<file path="src/rtl/sky130_fd_io__gpiovref_mc_ctrl.sv">
// Multi-channel GPIO vref control: per-channel enable/select latching with startup and
// re-settle sequencing. Define SKY130_FD_IO__GPIOVREF_MC_AMUX_MON_EN to build the amux monitor select.
`timescale 1ns/1ps
module sky130_fd_io__gpiovref_mc_ctrl #(
  parameter int NCH            = 4,
  parameter int SELW           = 5,
  parameter int STARTUP_CYCLES = 24,
  parameter int SETTLE_CYCLES  = 8,
  localparam int CHW           = (NCH > 1) ? $clog2(NCH) : 1
) (
  input  logic                 clk,
  input  logic                 reset,
  input  logic                 enable_h,
  input  logic                 hld_h_n,
  input  logic                 cfg_wr,
  input  logic [CHW-1:0]       cfg_ch,
  input  logic                 cfg_en,
  input  logic [SELW-1:0]      cfg_sel,
`ifdef SKY130_FD_IO__GPIOVREF_MC_AMUX_MON_EN
  input  logic                 mon_wr,
  input  logic [CHW-1:0]       mon_ch,
  output logic                 amux_mon_en,
  output logic [CHW-1:0]       amux_mon_ch,
`endif
  output logic                 cfg_ack,
  output logic                 cfg_err,
  output logic [NCH-1:0]       ch_en,
  output logic [NCH*SELW-1:0]  ch_sel,
  output logic [NCH-1:0]       ch_ready,
  output logic                 all_ready
);

  localparam int CNT_MAX = (STARTUP_CYCLES > SETTLE_CYCLES) ? STARTUP_CYCLES : SETTLE_CYCLES;
  localparam int CNTW    = $clog2(CNT_MAX + 1);

  // Channel count widened by one bit so an out-of-range index can be detected for any NCH.
  localparam logic [CHW:0] NCH_W = (CHW + 1)'(NCH);

  localparam logic [1:0] ST_OFF    = 2'd0;
  localparam logic [1:0] ST_START  = 2'd1;
  localparam logic [1:0] ST_READY  = 2'd2;
  localparam logic [1:0] ST_SETTLE = 2'd3;

  logic                r_enable_meta, r_enable_s;
  logic                r_hld_meta, r_hld_s;
  logic                r_cfg_ack, r_cfg_err, r_all_ready;
  logic [1:0]          r_state [NCH];
  logic [CNTW-1:0]     r_cnt   [NCH];
  logic [NCH-1:0]      r_ch_en, r_ch_ready;
  logic [NCH*SELW-1:0] r_ch_sel;

  logic [1:0]          w_state_nxt [NCH];
  logic [CNTW-1:0]     w_cnt_nxt   [NCH];
  logic [NCH-1:0]      w_en_nxt, w_rdy_nxt;
  logic [NCH*SELW-1:0] w_sel_nxt;
  logic                w_accept;

  // NOTE: sequential state uses non-blocking assignments so every flop samples pre-edge values.
  always_ff @(posedge clk or posedge reset) begin
    if (reset) begin
      r_enable_meta <= 1'b0;
      r_enable_s    <= 1'b0;
      r_hld_meta    <= 1'b0;
      r_hld_s       <= 1'b0;
    end else begin
      r_enable_meta <= enable_h;
      r_enable_s    <= r_enable_meta;
      r_hld_meta    <= hld_h_n;
      r_hld_s       <= r_hld_meta;
    end
  end

  assign w_accept = cfg_wr && r_enable_s && r_hld_s && ({1'b0, cfg_ch} < NCH_W);

  // NOTE: every always_comb output takes its hold value first, so no path leaves a latch.
  always_comb begin
    for (int i = 0; i < NCH; i++) begin
      w_state_nxt[i]               = r_state[i];
      w_cnt_nxt[i]                 = r_cnt[i];
      w_en_nxt[i]                  = r_ch_en[i];
      w_rdy_nxt[i]                 = r_ch_ready[i];
      w_sel_nxt[i*SELW +: SELW]    = r_ch_sel[i*SELW +: SELW];
      if (!r_enable_s) begin
        w_state_nxt[i]             = ST_OFF;
        w_cnt_nxt[i]               = '0;
        w_en_nxt[i]                = 1'b0;
        w_rdy_nxt[i]               = 1'b0;
        w_sel_nxt[i*SELW +: SELW]  = '0;
      end else begin
        // Counting continues under hold; only configuration is frozen.
        if (r_state[i] == ST_START || r_state[i] == ST_SETTLE) begin
          if (r_cnt[i] == CNTW'(1)) begin
            w_state_nxt[i] = ST_READY;
            w_cnt_nxt[i]   = '0;
            w_rdy_nxt[i]   = 1'b1;
          end else begin
            w_cnt_nxt[i]   = r_cnt[i] - CNTW'(1);
          end
        end
        if (w_accept && cfg_ch == CHW'(i)) begin
          if (!cfg_en) begin
            w_state_nxt[i]             = ST_OFF;
            w_cnt_nxt[i]               = '0;
            w_en_nxt[i]                = 1'b0;
            w_rdy_nxt[i]               = 1'b0;
            w_sel_nxt[i*SELW +: SELW]  = '0;
          end else begin
            case (r_state[i])
              ST_OFF, ST_START: begin
                w_state_nxt[i]            = ST_START;
                w_cnt_nxt[i]              = CNTW'(STARTUP_CYCLES);
                w_en_nxt[i]               = 1'b1;
                w_rdy_nxt[i]              = 1'b0;
                w_sel_nxt[i*SELW +: SELW] = cfg_sel;
              end
              default: begin
                if (cfg_sel != r_ch_sel[i*SELW +: SELW]) begin
                  w_state_nxt[i]            = ST_SETTLE;
                  w_cnt_nxt[i]              = CNTW'(SETTLE_CYCLES);
                  w_rdy_nxt[i]              = 1'b0;
                  w_sel_nxt[i*SELW +: SELW] = cfg_sel;
                end
              end
            endcase
          end
        end
      end
    end
  end

  always_ff @(posedge clk or posedge reset) begin
    if (reset) begin
      for (int i = 0; i < NCH; i++) begin
        r_state[i] <= ST_OFF;
        r_cnt[i]   <= '0;
      end
      r_ch_en     <= '0;
      r_ch_ready  <= '0;
      r_ch_sel    <= '0;
      r_cfg_ack   <= 1'b0;
      r_cfg_err   <= 1'b0;
      r_all_ready <= 1'b0;
    end else begin
      for (int i = 0; i < NCH; i++) begin
        r_state[i] <= w_state_nxt[i];
        r_cnt[i]   <= w_cnt_nxt[i];
      end
      r_ch_en     <= w_en_nxt;
      r_ch_ready  <= w_rdy_nxt;
      r_ch_sel    <= w_sel_nxt;
      r_cfg_ack   <= w_accept;
      r_cfg_err   <= cfg_wr && !w_accept;
      // Built from registered flags, so it trails ch_ready by one edge.
      r_all_ready <= (|r_ch_en) && ((r_ch_en & r_ch_ready) == r_ch_en);
    end
  end

  assign cfg_ack   = r_cfg_ack;
  assign cfg_err   = r_cfg_err;
  assign ch_en     = r_ch_en;
  assign ch_sel    = r_ch_sel;
  assign ch_ready  = r_ch_ready;
  assign all_ready = r_all_ready;

`ifdef SKY130_FD_IO__GPIOVREF_MC_AMUX_MON_EN
  logic           r_mon_en;
  logic [CHW-1:0] r_mon_ch;
  logic [NCH-1:0] w_went_off;

  always_comb begin
    for (int i = 0; i < NCH; i++) begin
      w_went_off[i] = (r_state[i] != ST_OFF) && (w_state_nxt[i] == ST_OFF);
    end
  end

  always_ff @(posedge clk or posedge reset) begin
    if (reset) begin
      r_mon_en <= 1'b0;
      r_mon_ch <= '0;
    end else if (!r_enable_s) begin
      r_mon_en <= 1'b0;
    end else if (mon_wr && ({1'b0, mon_ch} < NCH_W)) begin
      r_mon_en <= 1'b1;
      r_mon_ch <= mon_ch;
    end else if (mon_wr) begin
      r_mon_en <= 1'b0;
    end else if (w_went_off[r_mon_ch]) begin
      r_mon_en <= 1'b0;
    end
  end

  assign amux_mon_en = r_mon_en;
  assign amux_mon_ch = r_mon_ch;
`endif

endmodule

</file>
<file path="config.mk">
export PLATFORM = sky130hd
export DESIGN_NAME = sky130_fd_io__gpiovref_mc_ctrl
export DESIGN_NICKNAME = d
export VERILOG_FILES = /design/src/rtl/sky130_fd_io__gpiovref_mc_ctrl.sv
export SDC_FILE = /design/constraint.sdc
export NUM_CORES = 1
export LEC_CHECK = 0
export CAP_MARGIN = 20
export CORE_MARGIN = 2
export CORE_UTILIZATION = 45
export CTS_BUF_LIST = sky130_fd_sc_hd__clkbuf_8 sky130_fd_sc_hd__clkbuf_16
export CTS_CLUSTER_DIAMETER = 30
export CTS_CLUSTER_SIZE = 8
export DETAILED_ROUTE_END_ITERATION = 8
export GPL_ROUTABILITY_DRIVEN = 1
export PLACE_DENSITY = 0.69
export SLEW_MARGIN = 0
export SYNTH_ARGS = -nofsm -noshare
export SYNTH_HDL_FRONTEND = slang
export SYNTH_SLANG_ARGS = --single-unit
</file>
<file path="constraint.sdc">
create_clock -name clk -period 2.3 [get_ports clk]
set_input_delay 0.46 -clock clk [delete_from_list [all_inputs] [get_ports clk]]
set_output_delay 0.46 -clock clk [all_outputs]
set_load 0.02 [all_outputs]
</file>
== Yosys cells after proc, flatten, opt, wreduce, memory -nomap -nowiden ==
Cells that the tools add are included.
Word-level totals
  bits in registers: 63
  word-level logic and storage cells: 212
  input bits: 13
  output and inout port bits: 31
Operators by class
  equality and inequality tests: 32
  bitwise logic cells: 1
  add/sub/neg operators: 4
  muxes and demuxes: 120
  reduce and logical (&&, ||, !) cells: 31
Operator list (count)
  5-bit 2-to-1 mux: 48
  2-bit 2-to-1 mux: 28
  1-bit 2-to-1 mux: 44
  5-bit by 1-bit == test with 1-bit output (second input constant): 4
  5-bit != test: 4
  5-bit by 1-bit subtractor with 5-bit output (second input constant): 4
  4-bit by 2-bit != test with 1-bit output (second input constant): 4
  2-bit AND reduction: 8
  2-bit == test (second input constant): 6
  3-bit by 2-bit != test with 1-bit output (second input constant): 4
  2-bit by 1-bit == test with 1-bit output (second input constant): 5
  2-bit logical NOT: 5
  1-bit logical AND: 8
  2-bit by 1-bit != test with 1-bit output (second input constant): 4
  2-bit OR reduction: 4
  4-bit bitwise AND: 1
  4-bit == test: 1
  1-bit logical OR: 4
  4-bit OR reduction: 1
  1-bit logical NOT: 1

== Logic depth before layout (Yosys ltp) ==
  word-level depth: 8
  depth in mapped cells: 6
  mapped depth without buffers: 6

== Least setup slack after synthesis ==
OpenSTA, ideal clock, no wires.
  kind: input -> register
  start: in cfg_ch[0]
  end: reg r_state[6] (netlist bit)
  stages on the path: 5
  setup slack: 0.696 ns
  data required time: 2.161 ns
  arrival: 1.465 ns
  buffers on the path: 2
  cells stage by stage: buf_2 -> o31a_1 -> clkbuf_1 -> o21ai_0 -> o22ai_1
RTL lines
  from (decl): RTL line 16  | input logic [CHW-1:0] cfg_ch,
  to (signal, indexed assignment): RTL line 145  | r_state[i] <= w_state_nxt[i];
  to (decl): RTL line 47  | logic [1:0] r_state [NCH];

== Worst setup path in the final report ==
  start: in cfg_sel[1]
  end: reg r_ch_sel[6] (netlist: ch_sel[6])
On the way
  cells in the longest elaborated chain, start to end: 5
RTL lines
  from (decl): RTL line 18  | input logic [SELW-1:0] cfg_sel,
  5-bit 2-to-1 mux: RTL line 117  | if (cfg_sel != r_ch_sel[i*SELW +: SELW]) begin
  5-bit 2-to-1 mux: RTL line 108  | case (r_state[i])
  5-bit 2-to-1 mux: RTL line 101  | if (!cfg_en) begin
  5-bit 2-to-1 mux: RTL line 100  | if (w_accept && cfg_ch == CHW'(i)) begin
  5-bit 2-to-1 mux: RTL line 83  | if (!r_enable_s) begin
  to (signal assigned): RTL line 150  | r_ch_sel <= w_sel_nxt;
  to (decl): RTL line 50  | logic [NCH*SELW-1:0] r_ch_sel;
Parallel ways exist; a longest one is shown, timed or not. The select of a mux whose other input is x is not followed.
A chain may end at the register's enable or synchronous reset.

==> flow_summary.toml <==
[sta]
fin_crit_ns = 1.91
slew_headroom_pct = 51.1
clock_skew_ns = 0.00667
maxSlewViolCount = 0
max_freq_mhz = 525
timing.final.crit_share_pct = 82.9
hold_viol = 0
finalSetupViolCount = 0
setup-tns-final_ns = 0
worst_pin_slew_ns = 0.726
rsz0062_at_grt = "false"

[synth]
ys_seq_area_share_pct = 48.2
ys_seq_elements = 63
yosysWarnings = 0
async_flop_share_pct = 100
syn_nets = 345
synthAdderAreaFrac_pct = 3.06
ys.flop_type = "dfrtp_1"
synth_enable_flop_cells = 0
synth_compound_area_share_pct = 14.6
avgSynthCellArea_um2 = 10.1
muxShareOfSynthArea_pct = 6.47
syn_area_um2 = 3270
synth_top_area_share_pct = 48.2
synth_area_leaders = "dfrtp_1 (48%), mux2i_1 (6.1%), xor2_1 (5.4%)"
synthMostInstantiatedCell = "dfrtp_1"
yosys.area_share.simple_pct = 17.3
synth_top_family_by_area = "simple AND/OR/NAND/NOR gates"
synth_xor_area_share_pct = 5.36
synth.distinct_cells = 59
synth_commonest_cells = "dfrtp_1 (63), nand2_1 (35), nor2_1 (26)"
syn-instance-count = 324
yosysTopAreaCell = "dfrtp_1"

[setup_path]
worstSetupPathType = "primary input to flop"
crit_start = "cfg_sel[1]"
slowest_stage = "clkdlybuf4s50_1"
worst-path-buf-inv = 1
rr_endpoint = "r_cnt[12]$_DFF_PP0_"
end_kind = "flop"
cp_slowest_stage_delay_ns = 0.56
start_kind = "primary input"
path_cells = "clkdlybuf4s50_1 -> xor2_1 -> nor3_1 -> a31o_2 -> mux2i_1"
r2r_start = "r_cnt[11]$_DFF_PP0_"
reg2regPathDepth = 6
rrSetupSlack_ns = 0.48
critPathTopFamily = "buffers and inverters"
crit_required_ns = 2.56
cp.arrival_ns = 2.16
cp_max_fo = 11

[power_and_ir_drop]
p_int_mw = 1.93
power_density_nw_per_um2 = 627
pwr-share-seq_pct = 45.7
p_sw_share_pct = 24.7
irDropWorstVdd_uv = 348
p_comb_share_pct = 10.9
pwr-share-clk_pct = 43.3
p_sw_uw = 632
leakage_nw = 1.92

[global_route]
grt_pass1_vias = 2511
antenna_found_initial = 0
grt_max_degree = 64
grt_usage_pct = 21.2
grt_pass1_wl_um = 12500
grt.overflow.total = 0

[drt]
drt-vias-per-instance = 5.28
post_drt_wl_per_cell_um = 15.9
drc = 0
firstDrtPassIters = 4
vias = 2542
ant_nets = 0
wl_um = 7630
drt_iter0_drc = 203

[clocking]
clkTransAtPathRegs_ns = 0.07
cts.sinks = 63
cts-htree-levels = 3
postCtsSetupBuffers = 0
cts_made_buffers = 9
cts_root_buf = "clkbuf_8"
cts_buffer_depth = 2
cts_resized = 0
cts_tree = "done"
ctsHoldBuffers = 0
clock_latency_ns = 0.34

[die]
io-pin-count = 44
die_width_um = 89.2
core_area_um2 = 7140
design.die.area_um2 = 7960
die_h_um = 89.2
row_count = 31
initial_core_util_pct = 45.8

[place]
dp_cells = 465
port_buffers = 43
post-dp-hpwl_um = 5450
gp_congestion = 0.822

[job]
max-cap-violations = 0

[finish]
final_cells = 481
layout-drive-gt1-share_pct = 12.8
area_growth_pct = 25.1
n_antenna_cell = 0
final_nets = 398

[worst_hold_path]
min_from = "r_hld_meta$_DFF_PP0_"
hold_path.class = "flop to flop"
whs_path_depth = 0
hold_end = "r_hld_s$_DFF_PP0_"

[outcome]
status = "finished, final reports clean"
-- state kept, by name, indices dropped and copies added (netlist names) --
register / count
r_hld_meta: 1
all_ready: 1
r_cnt: 20
cfg_ack: 1
ch_en: 4
r_hld_s: 1
ch_ready: 4
r_state: 8
cfg_err: 1
ch_sel: 20
r_enable_meta: 1
r_enable_s: 1
-- kinds of logic (layout without fill, tap and decap cells) --
| logic type | Yosys count | after routing |
|---|---|---|
| compound gates | 66 | 66 |
| xor+xnor | 20 | 20 |
| fa+ha+maj | 8 | 8 |
| buf+inv | 34 | 92 |
| flops | 63 | 63 |
| mux | 21 | 21 |
| simple gates | 112 | 112 |
-- routing by layer --
layer | GRT usage [%] | wire, µm
met1 | 30.5 | 3600
met2 | 31.9 | 3580
met3 | 3.05 | 298
met4 | 9.23 | 150
met5 | 0 | 0
-- through the flow --
| stage | util [%] | total power [mW] | worst slack (ns) | area [µm²] | hold WS, ns |
|---|---|---|---|---|---|
| after floorplan | - | 1.36 | 0.270 | 3270 | 0.331 |
| after global placement | 54.0 | 1.47 | 0.0828 | 3860 | 0.337 |
| after detailed placement | 54.0 | 1.47 | 0.0585 | 3860 | 0.348 |
| after CTS | 57.3 | 2.58 | 0.393 | 4090 | 0.365 |
| after global routing | 57.3 | 2.66 | 0.253 | 4090 | 0.383 |
| final | 57.3 | 2.56 | 0.393 | 4090 | 0.359 |
-- layout make-up --
type	count	area, µm²
fill	657	3050
sequential	63	1580
multi-input combinational	227	1530
timing repair buffer	59	563
clock buffer	11	151
tap	99	124
clock inverter	5	80.1
inverter	17	63.8
-- power by group through the flow --
| stage | clock network (mW) | logic, mW | registers (mW) |
|---|---|---|---|
| floorplan | 0 | 0.157 | 1.20 |
| global placement | 0 | 0.277 | 1.19 |
| global route | 1.18 | 0.309 | 1.18 |
| finish | 1.11 | 0.281 | 1.17 |
| detailed placement | 0 | 0.280 | 1.19 |
| CTS | 1.13 | 0.282 | 1.17 |
-- cell usage in the layout, fill, tap and decap left out, types with 2 or more instances in the layout --
cell | netlist | layout
nor3_1 | 7 | 7
and3_1 | 10 | 10
a22o_1 | 5 | 5
a211oi_1 | 2 | 2
nor4_1 | 2 | 2
ha_1 | 8 | 8
a21oi_1 | 16 | 16
clkdlybuf4s50_1 | 0 | 43
nand2b_1 | 4 | 4
a31oi_1 | 6 | 6
clkinvlp_4 | 0 | 2
a31o_2 | 2 | 2
o31ai_1 | 3 | 3
nor3b_1 | 3 | 3
or3_1 | 4 | 4
o21ai_0 | 8 | 8
inv_1 | 17 | 16
xor2_1 | 20 | 20
mux2i_1 | 20 | 20
nand3_1 | 3 | 3
or2_2 | 4 | 4
nor2_1 | 26 | 26
bufinv_16 | 0 | 2
buf_4 | 1 | 15
o41ai_2 | 2 | 2
clkbuf_8 | 0 | 11
nand2_1 | 35 | 35
o21a_1 | 6 | 6
o31a_1 | 2 | 2
dfrtp_1 | 63 | 63
-- how the worst max path moves through the flow --
stage               slack (ns)                      to  cells after the start
finish                    0.39   ch_sel[6]$_DFFE_PP0P_                      5
global route              0.25   ch_sel[6]$_DFFE_PP0P_                      5
detailed placement        0.06   ch_sel[6]$_DFFE_PP0P_                      5
CTS                       0.39             ch_ready[2]                      1
floorplan                 0.27     all_ready$_DFF_PP0_                      1
global placement          0.08  ch_sel[13]$_DFFE_PP0P_                      7
(Power assumes the default switching activity.)
